[src/rtl/mem_bus_ctrl.sv]
// -----------------------------------------------------------------------------
// mem_bus_ctrl
//
// Bridges the core's level-style memory strobes onto a registered
// request/acknowledge external bus. A core step that makes a memory access
// stalls (oRdy low) until the bus transaction reaches DONE. Read data is held
// in oRData for the instruction register and the write-back path.
//
// Build option:
//   MEMBUS_TIMEOUT_EN  when defined, a TO_W-bit watchdog aborts any access
//                      that spends TIMEOUT REQ cycles without an acknowledge.
//                      The abort zeroes oRData and sets the sticky oBusErr.
//                      When undefined, REQ waits indefinitely and oBusErr is 0.
//
// Parameters:
//   TIMEOUT  REQ cycles without acknowledge before an abort (1..2^TO_W-1)
//   TO_W     watchdog counter width
//
// Ports:
//   iClk       clock, rising edge
//   nRst       synchronous active-low reset
//   iMemRead   core read strobe (level, held for the whole step)
//   iMemWrite  core write strobe (level, held for the whole step)
//   iAddr      core address
//   iWData     core store data
//   oRdy       step-ready to the core (combinational)
//   oRData     registered read data, held until the next completed read
//   oBusAddr   registered bus address
//   oBusWData  registered bus write data
//   oBusRd     bus read request
//   oBusWr     bus write request
//   iBusAck    bus acknowledge, one cycle completes the access
//   iBusRData  bus read data, valid with iBusAck
//   oBusErr    sticky watchdog timeout flag
// -----------------------------------------------------------------------------
module mem_bus_ctrl #(
  parameter int unsigned TIMEOUT = 255,
  parameter int unsigned TO_W    = 8
) (
  input  logic        iClk,
  input  logic        nRst,
  input  logic        iMemRead,
  input  logic        iMemWrite,
  input  logic [31:0] iAddr,
  input  logic [31:0] iWData,
  output logic        oRdy,
  output logic [31:0] oRData,
  output logic [31:0] oBusAddr,
  output logic [31:0] oBusWData,
  output logic        oBusRd,
  output logic        oBusWr,
  input  logic        iBusAck,
  input  logic [31:0] iBusRData,
  output logic        oBusErr
);

  typedef enum logic [1:0] {
    S_IDLE,
    S_REQ,
    S_DONE
  } state_t;

  state_t state;
  logic   req;

  assign req = iMemRead | iMemWrite;

  // The core may only advance once the access has reached DONE; a step with
  // no memory access never waits.
  assign oRdy = ~req | (state == S_DONE);

`ifdef MEMBUS_TIMEOUT_EN
  localparam logic [TO_W-1:0] WD_LAST = TO_W'(TIMEOUT - 1);

  logic [TO_W-1:0] wd_cnt;
  logic            bus_err_q;

  assign oBusErr = bus_err_q;
`else
  // Without the watchdog the limit is not needed; fold it into a sink so the
  // parameter list stays identical across both builds.
  logic [TO_W-1:0] unused_timeout;

  assign unused_timeout = TO_W'(TIMEOUT);
  assign oBusErr        = 1'b0;
`endif

  // NOTE: every register here is state updated on the clock edge, so all
  // assignments are non-blocking; blocking ones would let later statements
  // see this cycle's new values and break the registered timing.
  always_ff @(posedge iClk) begin
    if (!nRst) begin
      // NOTE: data registers are cleared too, not just control, so the core
      // and the bus never observe stale address/data after a reset.
      state     <= S_IDLE;
      oBusRd    <= 1'b0;
      oBusWr    <= 1'b0;
      oBusAddr  <= '0;
      oBusWData <= '0;
      oRData    <= '0;
`ifdef MEMBUS_TIMEOUT_EN
      wd_cnt    <= '0;
      bus_err_q <= 1'b0;
`endif
    end else begin
      case (state)
        S_IDLE: begin
          if (req) begin
            oBusAddr  <= iAddr;
            oBusWData <= iWData;
            // The strobe registers double as the latched direction; a write
            // takes priority when both core strobes are asserted.
            oBusWr    <= iMemWrite;
            oBusRd    <= ~iMemWrite;
`ifdef MEMBUS_TIMEOUT_EN
            wd_cnt    <= '0;
`endif
            state     <= S_REQ;
          end
        end

        S_REQ: begin
          // Completion depends only on the bus; the core strobe may drop here.
          if (iBusAck) begin
            if (oBusRd) begin
              oRData <= iBusRData;
            end
            oBusRd <= 1'b0;
            oBusWr <= 1'b0;
            state  <= S_DONE;
          end
`ifdef MEMBUS_TIMEOUT_EN
          // The count reaches TIMEOUT at this edge: give up on the access.
          else if (wd_cnt == WD_LAST) begin
            oBusRd    <= 1'b0;
            oBusWr    <= 1'b0;
            oRData    <= '0;
            bus_err_q <= 1'b1;
            state     <= S_DONE;
          end else begin
            wd_cnt <= wd_cnt + 1'b1;
          end
`endif
        end

        S_DONE: begin
          state <= S_IDLE;
        end

        default: begin
          state <= S_IDLE;
        end
      endcase
    end
  end

endmodule

[config.mk]
export PLATFORM = sky130hd
export DESIGN_NAME = mem_bus_ctrl
export DESIGN_NICKNAME = d
export VERILOG_FILES = /design/src/rtl/mem_bus_ctrl.sv
export SDC_FILE = /design/constraint.sdc
export NUM_CORES = 1
export LEC_CHECK = 0
export BUFFER_PORTS_ARGS = -buffer_cell sky130_fd_sc_hd__buf_2
export CAP_MARGIN = 20
export CORE_MARGIN = 2
export CORE_UTILIZATION = 41
export CTS_CLUSTER_DIAMETER = 50
export DETAILED_ROUTE_END_ITERATION = 6
export GPL_TIMING_DRIVEN = 0
export PLACE_DENSITY = 0.77
export RECOVER_POWER = 25
export SKIP_LAST_GASP = 1
export SYNTH_ARGS = -nofsm -noshare
export SYNTH_HDL_FRONTEND = slang
export SYNTH_SLANG_ARGS = --single-unit
export TNS_END_PERCENT = 10
[constraint.sdc]
create_clock -name iClk -period 1.5 [get_ports iClk]
set_input_delay 0.45 -clock iClk [delete_from_list [all_inputs] [get_ports iClk]]
set_output_delay 0.45 -clock iClk [all_outputs]
set_load 0.01 [all_outputs]
-- Word-level counts from Yosys, hierarchy flattened
Cells that the tools add are included.
W data, S select, Z words.
- flip-flop bits (word level): 100
- word-level logic and storage cells: 28
- equality and inequality tests: 4
- multiplexer cells: 8
- bitwise gates (word level): 4
- reductions and logical operators: 6
- operators by type and width (kind ; number):
    $reduce_and A3 Y1 ; 2
    $mux W2 ; 2
    $ne A2 B2 Y1 const B ; 2
    $pmux W1 S2 ; 2
    $pmux W2 S2 ; 1
    $reduce_and A2 Y1 ; 2
    $mux W1 ; 3
    $eq A2 B1 Y1 const B ; 1
    $eq A2 B2 Y1 const B ; 1
    $logic_not A2 Y1 ; 1
    $not A1 Y1 ; 2
    $or A1 B1 Y1 ; 2
    $reduce_bool A2 Y1 ; 1

-- Logic depth before layout (Yosys ltp)
- depth after elaboration: 3
- mapped depth: 5

-- Least setup slack after synthesis
OpenSTA, ideal clock, no wires.
- path kind: input to output
- from: in iMemWrite
- to: out oRdy
- data arrival time: 1.148 ns
- required time: 1.050 ns
- slack: -0.098 ns
- stages: 4
- cell sequence: or2_1 > buf_4 > buf_2 > o21ai_0
- word-level cells in the longest chain between the ends: 3
- ends and longest elaborated chain (item ; line ; source):
    start, declared ; 43 ; input logic iMemWrite,
    $or A1 B1 Y1 ; 66 ; assign req = iMemRead | iMemWrite;
    $not A1 Y1 ; 70 ; assign oRdy = ~req | (state == S_DONE);
    $or A1 B1 Y1 ; 70 ;
    end, declared ; 46 ; output logic oRdy,
No other way between the ends.

-- Worst setup path in the final report
- from: in iMemRead
- to: out oRdy
- word-level cells in the longest chain between the ends: 3
- ends and longest elaborated chain (item ; line ; source):
    start, declared ; 42 ; input logic iMemRead,
    $or A1 B1 Y1 ; 66 ;
    $not A1 Y1 ; 70 ;
    $or A1 B1 Y1 ; 70 ;
No other way between the ends.

==> reports/metrics.cfg <==
[status]
status = complete, no violations

[critical_path]
critPathMaxFanout = 3
ff2ff_setup_slack_ns = 0.05
worst_ep_required_time_ns = 1.05
reg2reg_to = oBusAddr[2]$_SDFFE_PN0P_
endpoint_kind = output port
critPathKind = in2out
r2r_start = state[1]$_SDFFE_PN0P_
crit_arrival_ns = 1.03
setup.worst_path.start_class = primary input
ff2ff_path_depth = 6

[drt]
drc_errors = 0
drt_iter0_drc = 152
ant_nets = 0
wl_per_cell_um = 14.38
routed_wl_um = 11330
viasPerCell = 5.223
vias = 4116
first_pass_iters = 4

[logic_synthesis]
yosysWarnings = 0
yosys.area.top_type = dfxtp_1
synth_ff_type = dfxtp_1
yosysUniqueCellTypes = 22
syn_nets = 562
synth_top_area_share_pct = 51.98
postSynthAreaPerCell_um2 = 8.354
netlist_top_cells_area = dfxtp_1 (52%), nand3_1 (13%), o21ai_0 (8.8%), a21oi_1 (8.6%), o21ai_1 (3.9%)
synth-seq-area-share_pct = 51.98
synth.most_common_cell = dfxtp_1
synth_top_cells_by_count = dfxtp_1 (100), nand3_1 (97), o21ai_0 (68)
async_reset_ff_share_pct = 0
synth-seq-cells = 100
netlist_area_um2 = 3851
synth-edff-count = 0
syn_inst = 461

[power]
pwr_density_cell_nw_per_um2 = 1091
p_leak_nw = 2.299
worst_ir_drop_vdd_uv = 609.2

[placement]
dp.cells = 771
pre_cts_ws_ns = -0.3067
hpwl_um = 8472
gp_congestion = 0.7988
port_buffers = 199

[finish]
final_layout_size_suffix_gt1_share_pct = 32.94
n_antenna_cell = 0
synthToLayoutAreaGrowth_pct = 34.31
nets = 773
num-fill-cells = 885
final_cells = 788

[floorplanning]
core-area_um2 = 9196
die_area_um2 = 10180
initial_core_util_pct = 41.88
die_w_um = 100.9
row_count = 35
die_h_um = 100.9
num_io_pins = 201

[sta]
slew_viol_final = 0
finalSetupViolCount = 0
fmax_mhz = 677.5
finalClockSkew_ns = 0.007808
fin_crit_ns = 1.476
period_share_pct = 98.40
grt_setup_unrepaired = yes
tns_ns = 0
fin_ws_ns = 0.02404
hold_viol = 0

[global_route]
grt_max_degree = 17
grt_first_pass_wirelength_um = 17440
grt_pass1_vias = 3745
overflow = 0
antenna_found_initial = 0
globalRouteTotalUtil_pct = 21.28

[min_path]
whs_endpoint = oRData[1]$_SDFFE_PN0P_
hold_depth = 3
min-delay-start = iBusRData[1]
hold_path_class = in2reg

[cts]
h-tree-depth = 3
clk_path_buf_depth = 2
clkSinkCount = 100
insertion_delay_ns = 0.36
cts_tree = yes
numCtsBuffers = 9
root_buffer = clkbuf_8
clkTransAtPathRegs_ns = 0.10

[job]
maxCapViolCount = 0

-- worst max-delay path by stage --
stage	from	to	depth (start not counted)
3_3_place_gp	iMemWrite	oRdy	6
3_5_place_dp	iMemWrite	oRdy	6
4_1_cts	state[1]$_SDFFE_PN0P_	oRdy	3
6_report	iMemRead	oRdy	4
5_1_grt	state[1]$_SDFFE_PN0P_	oBusWData[12]$_SDFFE_PN0P_	6
2_1_floorplan	iMemWrite	oRdy	4
-- metrics by stage --
step                      area [µm²]  hold slack (ns)  total power [W]  util, %
after floorplan                 3872           0.4726         0.003490        -
after global placement          5007           0.4324         0.003885    54.45
after detailed placement        5007           0.4411         0.003915    54.45
after CTS                       5233           0.2918         0.005713    56.90
after global routing            5172           0.2914         0.005929    56.24
final                           5172           0.3072         0.005644    56.24
-- sequential cells by signal, summed over array words and instances, names as in the netlist --
name	flops
oBusAddr	32
oBusRd	1
oBusWData	32
oBusWr	1
oRData	32
state	2
-- report_power, final --
part	internal, W	switching (W)	leakage [nW]
Combinational	0.000401	0.000549	1.37
Clock	0.000876	0.000921	0.107
Sequential	0.00281	0.0000840	0.820
-- layout make-up --
cell class                      instances  area [µm²]  area share (%)
Buffer                                 48       291.5           5.636
Multi-Input combinational cell        308        1531           29.61
Timing Repair Buffer                  202       980.9           18.96
Clock buffer                           12       155.1           3.000
Clock inverter                          4       56.30           1.089
Sequential cell                       100        2007           38.80
Tap cell                              111       138.9           2.685
Inverter                                3       11.26          0.2177
-- cells by family after synthesis --
group                  synth area share (%)
buffers and inverters                 8.609
other                               0.09737
DFF                                   51.98
and+or+nand+nor                       17.38
AOI/OAI and AO/OA                     21.93
-- per-layer routing --
metal	GRT usage (%)	up-vias	wire [µm]
li1	-	2037	-
met1	26.15	1890	4863
met2	35.69	173	5284
met3	6.103	16	1000
met4	7.380	0	185
met5	0	-	0
-- cells in the final DEF (no fill, tap or decap), types with 2 or more instances in the layout --
master	n
inv_1	2
buf_6	10
dfxtp_1	98
nand2b_1	2
o21ai_1	29
o21ai_0	68
nand3_1	97
a21oi_1	66
nor2_1	3
clkbuf_2	8
buf_4	6
clkbuf_8	11
clkbuf_1	48
nand2_1	33
clkinv_4	2
buf_2	178
-- critical path, cell delays in order --
cell and delay, ns:
buf_2 0.11, or2_4 0.27, o21ai_4 0.06, buf_6 0.13
-- what timing repair did --
| action | in CTS | in global routing |
|---|---|---|
| setup endpoints to repair | 1 | 8 |
| hold buffers | 0 | 0 |
| gates resized for setup | 7 | 1 |
| buffers inserted | 3 | 0 |
| pin swaps | 1 | 0 |
No activity file was read; power rests on OpenSTA's default activity.
